<file path="src/rtl/button_conditioner_if.sv">
// Signal bundle between a raw pushbutton and its conditioner.
// master = conditioner side, slave = button source / tick consumer.
interface button_conditioner_if;
  logic button_in;
  logic tick_out;
  logic press_tick;
  logic release_tick;
  logic held;
  logic long_hold;

  modport master (
    input  button_in,
    output tick_out,
    output press_tick,
    output release_tick,
    output held,
    output long_hold
  );

  modport slave (
    output button_in,
    input  tick_out,
    input  press_tick,
    input  release_tick,
    input  held,
    input  long_hold
  );
endinterface

</file>
<file path="src/rtl/button_conditioner.sv">
// Pushbutton front end: 2-flop synchroniser, debounce, press/release ticks,
// long-hold detection and auto-repeat ticks for the watch FSM.
//
// state          | meaning
// S_IDLE         | button released and stable
// S_PRESS_WAIT   | high seen, counting stable samples before accepting press
// S_PRESSED      | debounced press, counting towards long hold
// S_REPEATING    | long hold reached, issuing repeat ticks every REP_CYC
// S_RELEASE_WAIT | low seen while held, counting stable samples before release
module button_conditioner #(
  parameter int CLK_FREQ    = 100_000_000,
  parameter int DEBOUNCE_MS = 20,
  parameter int HOLD_MS     = 500,
  parameter int REPEAT_MS   = 100,
  parameter int REPEAT_EN   = 1
) (
  input  logic                 clk,
  input  logic                 reset_n,
  button_conditioner_if.master bus
);

  localparam int DB_RAW   = CLK_FREQ / 1000 * DEBOUNCE_MS;
  localparam int HOLD_RAW = CLK_FREQ / 1000 * HOLD_MS;
  localparam int REP_RAW  = CLK_FREQ / 1000 * REPEAT_MS;

  // Degenerate parameter sets are clamped so every interval lasts at least one cycle.
  localparam int DB_CYC   = (DB_RAW   < 1) ? 1 : DB_RAW;
  localparam int HOLD_CYC = (HOLD_RAW < 1) ? 1 : HOLD_RAW;
  localparam int REP_CYC  = (REP_RAW  < 1) ? 1 : REP_RAW;

  localparam int MAX_AB  = (DB_CYC > HOLD_CYC) ? DB_CYC : HOLD_CYC;
  localparam int MAX_CYC = (MAX_AB > REP_CYC) ? MAX_AB : REP_CYC;
  localparam int CW      = $clog2(MAX_CYC) + 1;

  localparam logic [CW-1:0] DB_TC   = CW'(DB_CYC);
  localparam logic [CW-1:0] HOLD_TC = CW'(HOLD_CYC - 1);
  localparam logic [CW-1:0] REP_TC  = CW'(REP_CYC - 1);
  localparam logic          REP_ON  = (REPEAT_EN != 0);

  typedef enum logic [2:0] {
    S_IDLE,
    S_PRESS_WAIT,
    S_PRESSED,
    S_REPEATING,
    S_RELEASE_WAIT
  } state_t;

  state_t        r_state, w_state_nxt;
  logic          r_sync1, r_sync2;
  logic [CW-1:0] r_cnt, w_cnt_nxt;
  logic [CW-1:0] r_hold_cnt, w_hold_nxt;
  logic [CW-1:0] r_rep_cnt, w_rep_nxt;
  logic          r_press_tick, w_press_nxt;
  logic          r_release_tick, w_release_nxt;
  logic          r_tick_out, w_tick_nxt;
  logic          w_rep_tick;
  logic          r_held, w_held_nxt;
  logic          r_long_hold, w_long_nxt;

  always_ff @(posedge clk) begin
    if (!reset_n) begin
      r_sync1        <= 1'b0;
      r_sync2        <= 1'b0;
      r_state        <= S_IDLE;
      r_cnt          <= '0;
      r_hold_cnt     <= '0;
      r_rep_cnt      <= '0;
      r_press_tick   <= 1'b0;
      r_release_tick <= 1'b0;
      r_tick_out     <= 1'b0;
      r_held         <= 1'b0;
      r_long_hold    <= 1'b0;
    end else begin
      r_sync1        <= bus.button_in;
      r_sync2        <= r_sync1;
      r_state        <= w_state_nxt;
      r_cnt          <= w_cnt_nxt;
      r_hold_cnt     <= w_hold_nxt;
      r_rep_cnt      <= w_rep_nxt;
      r_press_tick   <= w_press_nxt;
      r_release_tick <= w_release_nxt;
      r_tick_out     <= w_tick_nxt;
      r_held         <= w_held_nxt;
      r_long_hold    <= w_long_nxt;
    end
  end

  always_comb begin
    w_state_nxt   = r_state;
    w_cnt_nxt     = r_cnt;
    w_hold_nxt    = r_hold_cnt;
    w_rep_nxt     = r_rep_cnt;
    w_press_nxt   = 1'b0;
    w_release_nxt = 1'b0;
    w_rep_tick    = 1'b0;
    w_held_nxt    = r_held;
    w_long_nxt    = r_long_hold;

    case (r_state)
      S_IDLE: begin
        if (r_sync2) begin
          w_state_nxt = S_PRESS_WAIT;
          w_cnt_nxt   = CW'(1);
        end
      end

      S_PRESS_WAIT: begin
        if (!r_sync2) begin
          w_state_nxt = S_IDLE;
          w_cnt_nxt   = '0;
        end else if (r_cnt == DB_TC) begin
          w_state_nxt = S_PRESSED;
          w_press_nxt = 1'b1;
          w_held_nxt  = 1'b1;
          w_hold_nxt  = '0;
          w_cnt_nxt   = '0;
        end else begin
          w_cnt_nxt = r_cnt + CW'(1);
        end
      end

      S_PRESSED: begin
        if (!r_sync2) begin
          w_state_nxt = S_RELEASE_WAIT;
          w_cnt_nxt   = CW'(1);
        end else if (r_hold_cnt == HOLD_TC) begin
          w_state_nxt = S_REPEATING;
          w_long_nxt  = 1'b1;
          w_rep_nxt   = '0;
          w_rep_tick  = REP_ON;
        end else begin
          w_hold_nxt = r_hold_cnt + CW'(1);
        end
      end

      S_REPEATING: begin
        if (!r_sync2) begin
          w_state_nxt = S_RELEASE_WAIT;
          w_cnt_nxt   = CW'(1);
        end else if (r_rep_cnt == REP_TC) begin
          w_rep_tick = REP_ON;
          w_rep_nxt  = '0;
        end else begin
          w_rep_nxt = r_rep_cnt + CW'(1);
        end
      end

      S_RELEASE_WAIT: begin
        // A bounce back high resumes the hold/repeat timers where they stopped.
        if (r_sync2) begin
          w_state_nxt = r_long_hold ? S_REPEATING : S_PRESSED;
          w_cnt_nxt   = '0;
        end else if (r_cnt == DB_TC) begin
          w_state_nxt   = S_IDLE;
          w_release_nxt = 1'b1;
          w_held_nxt    = 1'b0;
          w_long_nxt    = 1'b0;
          w_cnt_nxt     = '0;
        end else begin
          w_cnt_nxt = r_cnt + CW'(1);
        end
      end

      default: begin
        w_state_nxt = S_IDLE;
        w_cnt_nxt   = '0;
        w_held_nxt  = 1'b0;
        w_long_nxt  = 1'b0;
      end
    endcase

    w_tick_nxt = w_press_nxt | w_rep_tick;
  end

  assign bus.tick_out     = r_tick_out;
  assign bus.press_tick   = r_press_tick;
  assign bus.release_tick = r_release_tick;
  assign bus.held         = r_held;
  assign bus.long_hold    = r_long_hold;

endmodule

</file>
<file path="src/flat_wrapper.sv">
// flat-port wrapper written by rule: the top's interface ports become plain ports
module button_conditioner_flat 
#(
  parameter int CLK_FREQ    = 100_000_000,
  parameter int DEBOUNCE_MS = 20,
  parameter int HOLD_MS     = 500,
  parameter int REPEAT_MS   = 100,
  parameter int REPEAT_EN   = 1
)
  (clk, reset_n, bus_button_in, bus_tick_out, bus_press_tick, bus_release_tick, bus_held, bus_long_hold);
  button_conditioner_if bus_i ();
  input  logic clk;
  input  logic reset_n;
  input wire logic [$bits(bus_i.button_in)-1:0] bus_button_in;
  output wire logic [$bits(bus_i.tick_out)-1:0] bus_tick_out;
  output wire logic [$bits(bus_i.press_tick)-1:0] bus_press_tick;
  output wire logic [$bits(bus_i.release_tick)-1:0] bus_release_tick;
  output wire logic [$bits(bus_i.held)-1:0] bus_held;
  output wire logic [$bits(bus_i.long_hold)-1:0] bus_long_hold;
  assign bus_i.button_in = bus_button_in;
  assign bus_tick_out = bus_i.tick_out;
  assign bus_press_tick = bus_i.press_tick;
  assign bus_release_tick = bus_i.release_tick;
  assign bus_held = bus_i.held;
  assign bus_long_hold = bus_i.long_hold;
  button_conditioner #(.CLK_FREQ(CLK_FREQ), .DEBOUNCE_MS(DEBOUNCE_MS), .HOLD_MS(HOLD_MS), .REPEAT_MS(REPEAT_MS), .REPEAT_EN(REPEAT_EN)) u_core (.clk(clk), .reset_n(reset_n), .bus(bus_i));
endmodule
</file>
<file path="config.mk">
export PLATFORM = sky130hd
export DESIGN_NAME = button_conditioner_flat
export DESIGN_NICKNAME = d
export VERILOG_FILES = /design/src/rtl/button_conditioner_if.sv /design/src/rtl/button_conditioner.sv /design/src/flat_wrapper.sv
export SDC_FILE = /design/constraint.sdc
export NUM_CORES = 1
export LEC_CHECK = 0
export CAP_MARGIN = 15
export CORE_AREA = 3 3 112 114
export CTS_BUF_LIST = sky130_fd_sc_hd__clkbuf_4 sky130_fd_sc_hd__clkbuf_8 sky130_fd_sc_hd__clkbuf_16
export DETAILED_ROUTE_END_ITERATION = 6
export DIE_AREA = 0 0 115 117
export PLACE_DENSITY = 0.57
export SLEW_MARGIN = 30
export SYNTH_ARGS = -nofsm -noshare
export SYNTH_HDL_FRONTEND = slang
export SYNTH_SLANG_ARGS = --single-unit
</file>
<file path="constraint.sdc">
create_clock -name clk -period 5.25 [get_ports clk]
set_clock_uncertainty 0.1 [all_clocks]
set_input_delay 1.05 -clock clk [delete_from_list [all_inputs] [get_ports clk]]
set_output_delay 1.05 -clock clk [all_outputs]
set_load 0.01 [all_outputs]
</file>
==> results.yml <==
cells_and_area:
  multi_input_area_um2: 3170
  antennaDiodeCount: 0
  postLayoutCoreUtil: 0.487
  layout.nets: 617
  fin_area_um2: 5610
  ff_latch_area_um2: 1820
  syn_to_final_growth_pct: 8.15
  nFillCells: 1099
  drive_above_1_share: 0.0618
cts:
  cts_resized: 0
  hold_buffers: 0
  cts_tree: "yes"
  cts_root_buf: "clkbuf_16"
  cts_setup_buffers: 0
  numCtsBuffers: 9
  clock-sinks: 91
  clk_pin_slew_ps: 70
  clk_latency_ps: 350
  clk_path_buf_depth: 2
  cts_max_level: 3
setup_path:
  worstPathCellList: "clkdlybuf4s50_1 > clkinv_1 > a31oi_1 > o311ai_0 > nand2_1"
  crit_family: "compound AO/OA/AOI/OAI gates"
  worst_setup_path_end_kind: "flip-flop"
  critPathArrivalTime_ps: 3340
  cp_num_buf_inv: 2
  worstSetupStartpointType: "input pin"
  cp.required_ps: 5440
  crit_path_max_fanout: 14
  critPathMaxStageDelay_ps: 820
  cpMaxStageDelayCell: "a31oi_1"
  crit_type: "input pin to flip-flop"
logic_synthesis:
  synthDistinctLibCells: 60
  postSynthCellCount: 630
  syn_nets: 637
  yosysWarnings: 0
  post_synth.cell_area_avg_um2: 8.23
  yosysSeqAreaShare: 0.351
  synth-edff-count: 0
  async_flop_share: 0
  synthFlopType: "dfxtp_1"
  synthTopCellsByArea: "dfxtp_1 35%, a21oi_1 5.7%, or4_1 4.3%"
  synth_top_area_cell: "dfxtp_1"
  synth_common_cells: "91 x dfxtp_1, 59 x a21oi_1, 54 x nand2_1, 32 x nand4_1, 32 x o21ai_0"
  synth_most_common_cell: "dfxtp_1"
  ys_seq_elements: 91
  syn-cell-area_um2: 5190
  synth_top_area_frac: 0.351
sta:
  drv_slew: 0
  fin_setup_tns_ps: 0
  finalCritPeriodShare: 0.601
  min_period_ps: 3150
  worst_pin_slew_ps: 908
  fmax_mhz: 317
  setup_viol: 0
  rsz0062_at_grt: "no"
  finalHoldWorstSlack_ps: 337
  hold_viol: 0
  slew_headroom: 0.392
detailed_routing:
  drt_iter0_drc: 482
  wl_per_cell_um: 17.7
  ant_nets: 0
  drc: 0
  vias: 4911
  totalWireLength_um: 13400
  drt-pass1-iter-count: 5
  vias_per_cell: 6.48
pwr:
  power_density_nw_per_um2: 247
  p_leak_nw: 1.58
  vdd_ir_drop_max_mv: 0.102
placed_design:
  hpwl_um: 8940
  placed_cell_area_um2: 5310
  io_buffers: 7
  gp_congestion: 0.842
global_route:
  overflow: 0
  grt_pass1_wl_um: 22900
  grt_max_degree: 53
  antenna_found_initial: 0
  grtUsageTotal: 0.209
  grt_pass1_vias: 4578
floorplanning:
  die_w_um: 115
  initial_core_util: 0.450
  num_rows: 39
  fp.dieArea_um2: 13500
  pin_count: 8
  die_h_um: 117
  core_um2: 11500
status:
  status: "complete, no violations"
job:
  maxCapViolCount: 0
worst_hold_path:
  min_path_type: "flip-flop to flip-flop"
## routing by layer
metal | vias up | routed length, um | GRT usage
met5 | - | 0 | 0
met4 | 0 | 193 | 0.0736
met3 | 16 | 444 | 0.0308
met2 | 98 | 5940 | 0.321
met1 | 2379 | 6820 | 0.298
li1 | 2418 | - | -
## final timing paths
path	startpoint	to	slack, ps	cells after the start
setup / recovery	reset_n	u_core.r_hold_cnt[1]	2100	5
hold reg to reg	u_core.r_sync1	u_core.r_sync2	340	1
setup reg to reg	u_core.r_state[2]	u_core.r_cnt[16]	2170	5
hold / removal	u_core.r_sync1	u_core.r_sync2	340	1
## report_power, final
part / internal, mW / switching [mW]
Combinational: 0.00811 / 0.0288
Clock: 0.372 / 0.280
Sequential: 0.691 / 0.00333
## area by class of cell
type,count,area share
multi-input combinational,487,0.566
sequential,91,0.325
clock buffer,13,0.0500
tap,143,0.0319
timing repair buffer,10,0.0165
inverter,11,0.00736
clock inverter,3,0.00357
## through the flow
stage | instances | total power, mW | setup WS, ps
floorplan | 630 | 0.738 | 2940
global placement | 742 | 0.746 | 1820
detailed placement | 742 | 0.747 | 1710
CTS | 758 | 1.40 | 2080
global route | 758 | 1.43 | 1900
finish | 758 | 1.38 | 2100
## kinds of logic (layout without fill, tap and decap cells)
family / after synthesis / count (layout) / synth area share
flops: 91 / 91 / 0.351
compound gates: 169 / 169 / 0.208
buf+inv: 52 / 37 / 0.0429
simple gates: 290 / 290 / 0.347
xor+xnor: 20 / 20 / 0.0338
fa+ha+maj: 4 / 4 / 0.00965
mux: 4 / 4 / 0.00772
## cell usage in the layout, fill, tap and decap left out, drive strengths merged, types with 10 or more instances in the layout
master  count
a211oi     21
a21oi      59
and3       16
clkbuf     13
dfxtp      91
inv        10
nand2      54
nand3      31
nand4      32
nor2       15
nor3       12
nor4       19
nor4b      11
o21ai      33
o31ai      28
or3        21
or4        31
xor2       19
## registers in the layout, indices dropped and copies added (netlist names)
name / cells
u_core.bus.held: 1
u_core.r_hold_cnt: 27
u_core.bus.release_tick: 1
u_core.r_sync1: 1
u_core.r_sync2: 1
u_core.bus.press_tick: 1
u_core.bus.long_hold: 1
u_core.r_cnt: 27
u_core.r_state: 3
u_core.bus.tick_out: 1
u_core.r_rep_cnt: 27
Power figures use the tool's default switching activity.
